[src/rtl/md5_search_ctrl.sv]
// md5_search_ctrl: issues LANES consecutive candidates per cycle over a loaded range and captures the first hash match.
// Optional macro SEARCH_CTRL_CONTINUE_EN: scan the whole range after a match and count matches on found_count.
module md5_search_ctrl #(
   parameter int LANES    = 4,
   parameter int COUNT_W  = 32,
   parameter int PIPE_LAT = 64
) (
   input  logic                     CLK,
   input  logic                     reset,
   input  logic                     enable,
   input  logic                     step,
   input  logic                     load,
   input  logic [COUNT_W-1:0]       start_value,
   input  logic [COUNT_W-1:0]       end_value,
   output logic [LANES*COUNT_W-1:0] lane_cand,
   output logic [LANES-1:0]         lane_valid,
   input  logic [LANES-1:0]         ret_valid,
   input  logic [LANES-1:0]         ret_found,
   input  logic [LANES*COUNT_W-1:0] ret_cand,
   output logic                     found,
   output logic [COUNT_W-1:0]       found_value,
`ifdef SEARCH_CTRL_CONTINUE_EN
   output logic [15:0]              found_count,
`endif
   output logic                     running,
   output logic                     done
);
   localparam int CW1    = COUNT_W + 1;
   localparam int DCNT_W = $clog2(PIPE_LAT + 1);

   typedef enum logic [2:0] {IDLE, RUN, DRAIN, DONE, FOUND} state_t;

   state_t             state, state_nx;
   logic [CW1-1:0]     base, end_r;
   logic [DCNT_W-1:0]  drain_cnt;
   logic [CW1-1:0]     batch_sum [LANES];
   logic               hit, accept, issue, do_load, last_batch, drain_exp, range_ok;
   logic [COUNT_W-1:0] hit_value;

   // One extra bit keeps base+i and the end compare free of wrap at the top of the range.
   always_comb begin
      for (int i = 0; i < LANES; i++) batch_sum[i] = base + CW1'(i);
   end

   // Scan downward so the lowest matching lane is the one left standing.
   always_comb begin
      hit       = 1'b0;
      hit_value = '0;
      for (int i = LANES - 1; i >= 0; i--) begin
         if (ret_valid[i] && ret_found[i]) begin
            hit       = 1'b1;
            hit_value = ret_cand[i*COUNT_W +: COUNT_W];
         end
      end
   end

   assign accept     = hit && ((state == RUN) || (state == DRAIN));
   assign last_batch = (base + CW1'(LANES)) > end_r;
   assign drain_exp  = (drain_cnt == DCNT_W'(PIPE_LAT - 1));
   assign range_ok   = (start_value <= end_value);
   assign running    = (state == RUN) || (state == DRAIN);
   assign done       = (state == DONE);

   always_comb begin
      state_nx = state;
      issue    = 1'b0;
      do_load  = 1'b0;
      case (state)
         IDLE, DONE, FOUND: begin
            if (load) begin
               do_load  = 1'b1;
               state_nx = range_ok ? RUN : DONE;
            end
         end
         RUN: begin
`ifdef SEARCH_CTRL_CONTINUE_EN
            if (enable || step) begin
               issue = 1'b1;
               if (last_batch) state_nx = DRAIN;
            end
`else
            if (accept) begin
               state_nx = FOUND;
            end else if (enable || step) begin
               issue = 1'b1;
               if (last_batch) state_nx = DRAIN;
            end
`endif
         end
         DRAIN: begin
`ifdef SEARCH_CTRL_CONTINUE_EN
            if (drain_exp) state_nx = ((found_count != 16'd0) || accept) ? FOUND : DONE;
`else
            if (accept)         state_nx = FOUND;
            else if (drain_exp) state_nx = DONE;
`endif
         end
         default: state_nx = IDLE;
      endcase
   end

   always_ff @(posedge CLK or posedge reset) begin
      if (reset) begin
         state       <= IDLE;
         base        <= '0;
         end_r       <= '0;
         drain_cnt   <= '0;
         lane_cand   <= '0;
         lane_valid  <= '0;
         found       <= 1'b0;
         found_value <= '0;
`ifdef SEARCH_CTRL_CONTINUE_EN
         found_count <= '0;
`endif
      end else begin
         state      <= state_nx;
         drain_cnt  <= (state == DRAIN) ? drain_cnt + 1'b1 : '0;
         lane_valid <= '0;
         if (do_load) begin
            base        <= {1'b0, start_value};
            end_r       <= {1'b0, end_value};
            found       <= 1'b0;
            found_value <= '0;
`ifdef SEARCH_CTRL_CONTINUE_EN
            found_count <= '0;
`endif
         end
         if (issue) begin
            for (int i = 0; i < LANES; i++) begin
               lane_cand[i*COUNT_W +: COUNT_W] <= batch_sum[i][COUNT_W-1:0];
               lane_valid[i]                   <= (batch_sum[i] <= end_r);
            end
            base <= base + CW1'(LANES);
         end
         if (accept && !found) begin
            found       <= 1'b1;
            found_value <= hit_value;
         end
`ifdef SEARCH_CTRL_CONTINUE_EN
         if (accept && (found_count != 16'hFFFF)) found_count <= found_count + 16'd1;
`endif
      end
   end

endmodule
[config.mk]
export PLATFORM = sky130hd
export DESIGN_NAME = md5_search_ctrl
export DESIGN_NICKNAME = d
export VERILOG_FILES = /design/src/rtl/md5_search_ctrl.sv
export SDC_FILE = /design/constraint.sdc
export NUM_CORES = 1
export LEC_CHECK = 0
export BUFFER_PORTS_ARGS = -buffer_cell sky130_fd_sc_hd__clkbuf_2
export CORE_UTILIZATION = 25
export CTS_BUF_LIST = sky130_fd_sc_hd__clkbuf_4 sky130_fd_sc_hd__clkbuf_8 sky130_fd_sc_hd__clkbuf_16
export DETAILED_ROUTE_END_ITERATION = 8
export GPL_TIMING_DRIVEN = 0
export PLACE_DENSITY = 0.44
export SKIP_LAST_GASP = 1
export SYNTH_ARGS = -nofsm -noshare
export SYNTH_HDL_FRONTEND = slang
export SYNTH_SLANG_ARGS = --single-unit
[constraint.sdc]
create_clock -name CLK -period 15.8 [get_ports CLK]
set_clock_uncertainty 0.05 [all_clocks]
set_input_delay 2.37 -clock CLK [delete_from_list [all_inputs] [get_ports CLK]]
set_output_delay 2.37 -clock CLK [all_outputs]
set_load 0.02 [all_outputs]
# [Word-level counts from Yosys, hierarchy flattened]
# Index checks and enable logic that the tools add are counted.
[word_totals] register_bits=240 inputBits=205 out_inout_bits=167 wordCells=71
[op_classes] n_addsub=5 magnitude_cmp=6 eq_ne=9 n_mux=29 reduce_logical=14
[ops] op="$mux 32" n=6
[ops] op="$le 33x32->1" n=4
[ops] op="$add 33x2->33 const B" n=2
[ops] op="$mux 33" n=2
[ops] op="$add 33x1->33 const B" n=1
[ops] op="$add 33x3->33 const B" n=1
[ops] op="$gt 33x32->1" n=1
[ops] op="$le 32x32->1" n=1
[ops] op="$mux 3" n=6
[ops] op="$mux 1" n=11
[ops] op="$pmux 3 s3" n=1
[ops] op="$add 7x1->7 const B" n=1
[ops] op="$eq 7x6->1 const B" n=1
[ops] op="$mux 7" n=1
[ops] op="$eq 3x2->1 const B" n=2
[ops] op="$logic_and 1x1->1" n=6
[ops] op="$ne 3x3->1 const B" n=2
[ops] op="$mux 4" n=1
[ops] op="$reduce_and 4->1" n=1
[ops] op="$reduce_bool 2->1" n=2
[ops] op="$eq 3x1->1 const B" n=1
[ops] op="$eq 3x3->1 const B" n=1
[ops] op="$logic_not 3->1" n=1
[ops] op="$ne 3x2->1 const B" n=1
[ops] op="other kinds (5)" n=6

# [Longest topological paths before layout]
# Gate-level depths: netlist of run 1.
[depth] ltp_word=9 depth_mapped=18 ltp_nobuf=15

# [Worst setup path after synthesis of run 1]
# No wires, ideal clock.
[synth_timing] path_type="input -> register" start="input port ret_valid[2]" end="register base[6]" setup_ps=126 arrival_ps=4378 t_required_ps=15624 slack_ps=11246 stages=9 path_cell_list="and2_1 > clkbuf_1 > or3_1 > or4_1 > clkbuf_1 > nand2_2 > clkbuf_2 > o21ai_0 > a221o_1"
[synth_between] elab_chain_len=8 elab_cells_between_ends=9
[synth_lines] item="start: declaration" line="17" rtl="input logic [LANES-1:0] ret_valid,"
[synth_lines] item="$logic_and 1x1->1 *" line="50" rtl="if (ret_valid[i] && ret_found[i]) begin"
[synth_lines] item="$mux 1 * (3 in series)" line="50"
[synth_lines] item="$logic_and 1x1->1 *" line="57" rtl="assign accept = hit && ((state == RUN) || (state == DRAIN));"
[synth_lines] item="$mux 1 *" line="82" rtl="if (accept) begin"
[synth_lines] item="$mux 1 *" line="68" rtl="case (state)"
[synth_lines] item="$mux 33 or $reduce_bool 2->1 (tied branches)"
[synth_lines] item="end signal: assignment" line="120" rtl="base <= {1'b0, start_value};"
[synth_lines] item="end signal: assignment" line="133" rtl="base <= base + CW1'(LANES);"
[synth_lines] item="end: declaration" line="34" rtl="logic [CW1-1:0] base, end_r;"
# Mark *: on every way between the ends. The rest lies on a longest branch, timed or not.
# A chain may end at the register's enable or synchronous reset.

# [Worst setup path in the final report of run 1]
[layout_timing] start="input port ret_valid[2]" end="register lane_valid[0]"
[layout_between] elab_chain_len=8
[layout_lines] item="$logic_and 1x1->1" line="50"
[layout_lines] item="$mux 1 (3 in series)" line="50"
[layout_lines] item="$logic_and 1x1->1" line="57"
[layout_lines] item="$mux 1" line="82"
[layout_lines] item="$mux 1" line="68"
[layout_lines] item="$mux 4" line="128" rtl="if (issue) begin"
[layout_lines] item="end signal: indexed assignment" line="131" rtl="lane_valid[i] <= (batch_sum[i] <= end_r);"
[layout_lines] item="end: declaration" line="16" rtl="output logic [LANES-1:0] lane_valid,"
# Every way passes these cells.

==> summary.md, run 1 <==
| Metric | Value |
|---|---|
| Status | finished, final reports clean |
| TritonCTS clock tree | yes |
| Max Freq | 0.170 GHz |
| Clock group share of total power | 17.7% |
| Die width | 260 um |
| # DRC | 0 |
| Critical Path Source Type | input port |
| Seq pwr share | 24.6% |
| Syn Inst Count | 1962 |
| Sw Share | 48.7% |
| Post-synth EDFFs | 0 |
| Clock sinks | 238 |
| Post-layout nets | 2766 |
| CP Data Arrival Time | 6260 ps |
| Fin. Hold Viols | 0 |
| Starting density of the core | 25.2% |
| Crit path cell chain | clkbuf_2 -> and2_1 -> clkbuf_1 -> or3_1 -> nor4_2 -> clkbuf_1 -> o211ai_1 -> o21ai_0 |
| Die Ht | 260 um |
| H-tree depth | 1 |
| Vias | 16004 |
| Crit-path slowest cell | nor4_2 |
| Share of flip-flops with an asynchronous set or reset | 100% |
| Placement Rows | 94 |
| Combinational share of power | 57.7% |
| Antenna violations before repair | 7 |
| Pint | 2.23 mW |
| RSZ-0062 raised after global routing | no |
| Remaining Overflow, GRT | 0 |
| PwrDens | 210 nW/um^2 |
| Synth Cell Area | 16600 um^2 |
| Hold Crit Depth | 1 |
| Worst hold path class | reg -> reg |
| Synth cell types | 68 |
| Worst vdd ir | 0.0911 mV |
| Antenna-violating nets left | 0 |
| Cts repair resizes | 0 |
| Postcts setup bufs | 0 |
| Most common cell after layout, fill and taps aside | clkbuf_2 |
| Num CTS Buffers | 30 |
| FF-to-FF path depth | 17 |
| Vias in the first global route | 16613 |
| Syn_nets | 2361 |
| Most used cell, CP | clkbuf_1 |
| Die ar. | 67400 um^2 |
| Post-synthesis compound-gate area fraction | 14.3% |
| Final design utilization | 31.5% |
| Clk Latency, worst-skew pair | 590 ps |
| Final Routed Wirelength | 74200 um |
| Category of the most critical setup path | in -> reg |
| CP bufs+invs | 3 |
| Crit-path max cell delay | 1210 ps |
| I/O pin cnt | 372 |
| Seq/Total Area, Yosys | 35.9% |
| Worst Path Max Fanout | 11 |
| R2R Setup Slk | 10040 ps |
| Total GRT Usage | 21.7% |
| Clock transition at path regs | 60 ps |
| DRT Pass-1 Iters | 5 |
| Leakage | 10.2 nW |
| Clock Tree Buf Depth | 3 |
| Largest net degree at the start of global routing | 87 |
| Final GP Congestion | 0.927 |
| Post-Synth Simple-Gate Area | 21.7% |
| RR Startpoint | base[2] |
| Share of post-route cells with drive strength above 1 | 21.3% |
| Hold endpoint | drain_cnt[0] |
| Root Driver | clkbuf_16 |
| Slew headroom | 2.72% |
| Adder and majority gate portion of the synthesized area | 14.6% |
| Most frequent cells in the layout | 372 x clkbuf_2, 343 x nand2_1, 238 x dfrtp_1 |
| Initial drt markers | 936 |
| Main combinational cell family by area after synthesis | simple AND/OR/NAND/NOR gates |
| Core ar. | 65700 um^2 |
| TNS Setup | 0 ps |
| Crit path required time | 16160 ps |
| Routed length per instance | 22.8 um |
| Synth Area in XOR/XNOR | 6.54% |
| CTS Hold Bufs | 0 |
| Area Growth Syn to Fin | 24.8% |
| Dominant synthesized flop cell | dfrtp_1 |
| Hold wc startpoint | drain_cnt[0] |
| Worst setup EP type | flip-flop |
| First-pass GRT wire length | 108000 um |
| MaxCap Viol Count | 0 |
| Max Slew Vio Count | 0 |
| Reg2reg end | lane_valid[2] |
| Worst slew pin tran | 1450 ps |
| FF+latch count, synth | 238 |
| Switching power | 2.11 mW |
| Min Clock Period, post-route | 5900 ps |
| Period Utilization, post-route | 37.3% |
| Final setup vio count | 0 |
| Mux contribution to synthesized area | 2.04% |
| Synth Area per Inst | 8.46 um^2 |
| IO buf count | 371 |
| YS warnings | 0 |
| DP HPWL | 62500 um |
| Via density | 4.91 |
| Critical path's top delay family | simple AND/OR/NAND/NOR gates |
## cells in the mapped netlist, drive strengths merged, types with 4 or more instances
cell type    n  area [um^2]
nand2      344         1290
dfrtp      238         5960
ha         194         2430
nor2       192          721
o21ai      125          626
a21oi       95          475
clkbuf      88          332
inv         80          300
xnor2       75          657
nor3        66          347
nand3       63          328
xor2        49          429
a21o        48          360
nand4       40          256
a221oi      34          298
buf         34          194
mux2        30          338
nor2b       18          113
a221o       17          170
nor4        16          106
and3        10         62.6
or3         10         62.6
and2         8         50.1
nand2b       8         50.1
or2          8         52.6
a22oi        6         45.0
and4         6         52.6
o31ai        6         45.0
a211oi       5         37.5
a22o         5         43.8
o311ai       4         35.0
o41ai        4         35.0
## worst max-delay path by stage
| stage | end | slack [ps] | cells after the start | start |
|---|---|---|---|---|
| 2_1_floorplan | base[0] | 6850 | 1 | reset |
| 3_3_place_gp | lane_cand[61] | 3410 | 2 | reset |
| 3_5_place_dp | lane_valid[0] | 9370 | 8 | ret_valid[2] |
| 4_1_cts | lane_valid[0] | 10010 | 8 | ret_valid[2] |
| 5_1_grt | lane_valid[2] | 9870 | 17 | base[2] |
| 6_report | lane_valid[0] | 9900 | 8 | ret_valid[2] |
## layout make-up
| class | count | area [um^2] |
|---|---|---|
| antenna | 2 | 5.00 |
| buffer | 122 | 526 |
| clock buffer | 39 | 873 |
| clock inverter | 17 | 230 |
| fill | 7144 | 45000 |
| inverter | 80 | 308 |
| multi-input combinational | 1522 | 9820 |
| sequential | 238 | 5960 |
| tap | 864 | 1080 |
| timing repair buffer | 373 | 1910 |
## registers in the layout, indices dropped and copies added, names as in the netlist
name         flops
lane_valid       4
lane_cand      126
end_r           32
drain_cnt        7
found_value     32
found            1
base            33
state            3
## layer usage
| metal | wire (um) | track usage (%) |
|---|---|---|
| met1 | 30000 | 25.4 |
| met2 | 37300 | 39.3 |
| met3 | 4430 | 4.16 |
| met4 | 2410 | 7.12 |
| met5 | 87 | 0 |
## stage by stage
step           hold WS [ps]  power (mW)  instance area (um^2)  setup WS, ps  cells
2_1_floorplan           383        2.64                 16600          6850   1962
3_3_place_gp            398        3.53                 19500          3410   3197
3_5_place_dp            413        3.59                 19600          9370   3199
4_1_cts                 422        4.37                 20700         10010   3255
5_1_grt                 445        4.69                 20700          9870   3255
6_report                413        4.34                 20700          9900   3257
## kinds of logic after synthesis
logic type,Yosys count
compound gates,373
xor+xnor,124
fa+ha+maj,194
buf+inv,202
flops,238
mux,30
simple gates,801
## power by group through the flow
stage / clock, mW / sequential (mW) / combinational [mW]
after floorplan: 0 / 1.26 / 1.39
after global placement: 0 / 1.07 / 2.46
after detailed placement: 0 / 1.08 / 2.51
after CTS: 0.784 / 1.07 / 2.51
after global routing: 0.812 / 1.10 / 2.77
final: 0.768 / 1.07 / 2.51
Power figures use the tool's default switching activity.
==> run 2: changes to the inputs <==
--- a/config.mk
+++ b/config.mk
@@ -10,7 +10,7 @@
 export CTS_BUF_LIST = sky130_fd_sc_hd__clkbuf_4 sky130_fd_sc_hd__clkbuf_8 sky130_fd_sc_hd__clkbuf_16
 export DETAILED_ROUTE_END_ITERATION = 8
 export GPL_TIMING_DRIVEN = 0
-export PLACE_DENSITY = 0.44
+export PLACE_DENSITY = 0.46
 export SKIP_LAST_GASP = 1
 export SYNTH_ARGS = -nofsm -noshare
 export SYNTH_HDL_FRONTEND = slang
==> constraint.sdc (replaced) <==
create_clock -name CLK -period 4.78 [get_ports CLK]
set_clock_uncertainty 0.05 [all_clocks]
set_input_delay 0.717 -clock CLK [delete_from_list [all_inputs] [get_ports CLK]]
set_output_delay 0.717 -clock CLK [all_outputs]
set_load 0.02 [all_outputs]
==> run 2 against run 1 <==
  * Via count up 0.30%
  * Sequential share of layout area down 0.37 points
  * Design area up 1.3%
  * Largest cell class unchanged
  * Largest power group unchanged
==> summary.md, run 2 (same netlist as run 1, synthesis figures left out) <==
| Metric | Value |
|---|---|
| Status | finished, final reports clean (unchanged) |
| H-tree depth | 1 (unchanged) |
| Cell area after layout | 21000 um^2 (was 20700 um^2) |
| DRT Pass-1 Iters | 5 (unchanged) |
| CP Data Arrival Time | 5090 ps (was 6260 ps) |
| Placement Rows | 94 (unchanged) |
| Most frequent cells in the layout | 373 x clkbuf_2, 340 x nand2_1, 237 x dfrtp_1 (was 372 x clkbuf_2, 343 x nand2_1, 238 x dfrtp_1) |
| Vias | 16052 (was 16004) |
| Total GRT Usage | 21.4% (was 21.7%) |
| Max Slew Vio Count | 0 (unchanged) |
| Power Total | 14.4 mW (was 4.34 mW) |
| Max Freq | 0.215 GHz |
| Clk Latency, worst-skew pair | 600 ps (was 590 ps) |
| Non-Filler Instances | 3268 (was 3257) |
| Worst vdd ir | 0.289 mV (was 0.0911 mV) |
| R2R Setup Slk | 130 ps (was 10040 ps) |
| I/O pin cnt | 372 (unchanged) |
| Final setup vio count | 0 (unchanged) |
| CP bufs+invs | 2 (was 3) |
| TritonCTS clock tree | yes (unchanged) |
| Num CTS Buffers | 31 (was 30) |
| Final Routed Wirelength | 73300 um (was 74200 um) |
| RR Startpoint | base[3] (was base[2]) |
| Worst slew pin tran | 1430 ps (was 1450 ps) |
| Worst setup EP type | flip-flop (unchanged) |
| Critical path's top delay family | compound AO/OA/AOI/OAI gates (was simple AND/OR/NAND/NOR gates) |
| Filler Cell Count | 7014 (was 7144) |
| Vias in the first global route | 16445 (was 16613) |
| Initial drt markers | 990 (was 936) |
| Critical Path Source Type | flip-flop (was input port) |
| Placed Area | 19700 um^2 (was 19600 um^2) |
| Largest register FFs | 126 (unchanged) |
| Crit path cell chain | ha_1 -> buf_4 -> nand3_4 -> or3_1 -> buf_4 -> nor3_4 -> and3_1 -> nand2_1 -> xnor2_1 -> ha_1 -> a21o_1 -> a21o_1 -> a21oi_1 -> o21ai_0 -> a2111oi_2 -> o31ai_1 -> a21oi_1 (was clkbuf_2 -> and2_1 -> clkbuf_1 -> or3_1 -> nor4_2 -> clkbuf_1 -> o211ai_1 -> o21ai_0) |
| MaxCap Viol Count | 0 (unchanged) |
| Clock Tree Buf Depth | 3 (unchanged) |
| Fin. Hold Viols | 0 (unchanged) |
| CTS Hold Bufs | 0 (unchanged) |
| Clock sinks | 238 (unchanged) |
| Die width | 260 um (unchanged) |
| Area of the multi-input gates | 10000 um^2 (was 9820 um^2) |
| Root Driver | clkbuf_16 (unchanged) |
| Min Clock Period, post-route | 4650 ps |
| Die ar. | 67400 um^2 (unchanged) |
| DP HPWL | 61600 um (was 62500 um) |
| Die Ht | 260 um (unchanged) |
| Clock transition at path regs | 60 ps (about the same) |
| Leakage | 10.4 nW (was 10.2 nW) |
| Antenna-violating nets left | 0 (unchanged) |
| PwrDens | 688 nW/um^2 (was 210 nW/um^2) |
| IO buf count | 371 (unchanged) |
| Share of post-route cells with drive strength above 1 | 22.8% (was 21.3%) |
| # DRC | 0 (unchanged) |
| Most common cell after layout, fill and taps aside | clkbuf_2 (unchanged) |
| Core ar. | 65700 um^2 (unchanged) |
| FF-to-FF path depth | 17 (unchanged) |
| Via density | 4.91 (about the same) |
| Worst hold path class | in -> async (was reg -> reg) |
| Reg2reg end | lane_valid[2] (unchanged) |
| Top flop regs | lane_cand: 126 flops, base: 33 flops (unchanged) |
| Final GP Congestion | 0.966 (was 0.927) |
| Sequential cell area | 5960 um^2 (about the same) |
| Crit-path max cell delay | 510 ps (was 1210 ps) |
| Post-layout nets | 2780 (was 2766) |
| Placed Cells | 3203 (was 3199) |
| Slew headroom | 3.75% (was 2.72%) |
| Antenna violations before repair | 9 (was 7) |
| Crit-path slowest cell | a2111oi_2 (was nor4_2) |
| Category of the most critical setup path | reg -> reg (was in -> reg) |
| Worst Path Max Fanout | 9 (was 11) |
| Period Utilization, post-route | 97.3% |
| Routed length per instance | 22.4 um (was 22.8 um) |
| Starting density of the core | 25.2% (unchanged) |
| Largest net degree at the start of global routing | 43 (was 87) |
| Area Growth Syn to Fin | 26.4% (was 24.8%) |
| RSZ-0062 raised after global routing | no (unchanged) |
| Crit path required time | 5210 ps (was 16160 ps) |
| First-pass GRT wire length | 107000 um (was 108000 um) |
| Remaining Overflow, GRT | 0 (unchanged) |
| Largest Register | lane_cand (unchanged) |
run 2: stage by stage:
step	TNS, ps	setup WS [ps]	hold WS [ps]	utilization [%]
final	0	128	64.3	31.9
after floorplan	0	482	383	-
after global routing	0	5.63	69.1	31.9
after detailed placement	-3430	-937	413	29.9
after CTS	0	2.86	50.5	31.7
after global placement	-196670	-889	401	29.7
run 2: area by class of cell:
class,count,share of cell area (%)
Timing Repair Buffer,386,9.74
Buffer,122,2.52
Inverter,80,1.45
Sequential cell,238,28.4
Clock buffer,43,4.33
Clock inverter,12,0.715
Multi-Input combinational cell,1522,47.7
Antenna cell,1,0.0119
Tap cell,864,5.15
run 2: how the worst max path moves through the flow:
stage	start	end	slack (ps)	depth (start not counted)
floorplan	base[2]	lane_valid[3]	480	18
detailed placement	base[2]	lane_valid[2]	-940	17
global placement	base[2]	lane_valid[2]	-890	17
global route	base[3]	lane_valid[2]	6	17
CTS	base[3]	state[1]	3	17
finish	base[3]	lane_valid[2]	130	17
run 2: metal layers:
layer / global-route usage [%] / wire (um)
met3: 4.25 / 4610
met1: 25.9 / 30400
met5: 0 / 123
met2: 37.3 / 35600
met4: 7.71 / 2610
run 2: timing repair:
| item | 4_1_cts | 5_1_grt |
|---|---|---|
| setup buffers | 5 | 4 |
| setup endpoints to repair | 6 | 6 |
| resized for setup | 22 | 17 |
| pin swaps | 4 | 4 |
run 2: power breakdown:
group / switching (mW) / internal [mW]
clock: 0.978 / 1.48
sequential: 0.599 / 2.92
combinational: 5.50 / 2.97
total: 7.08 / 7.36
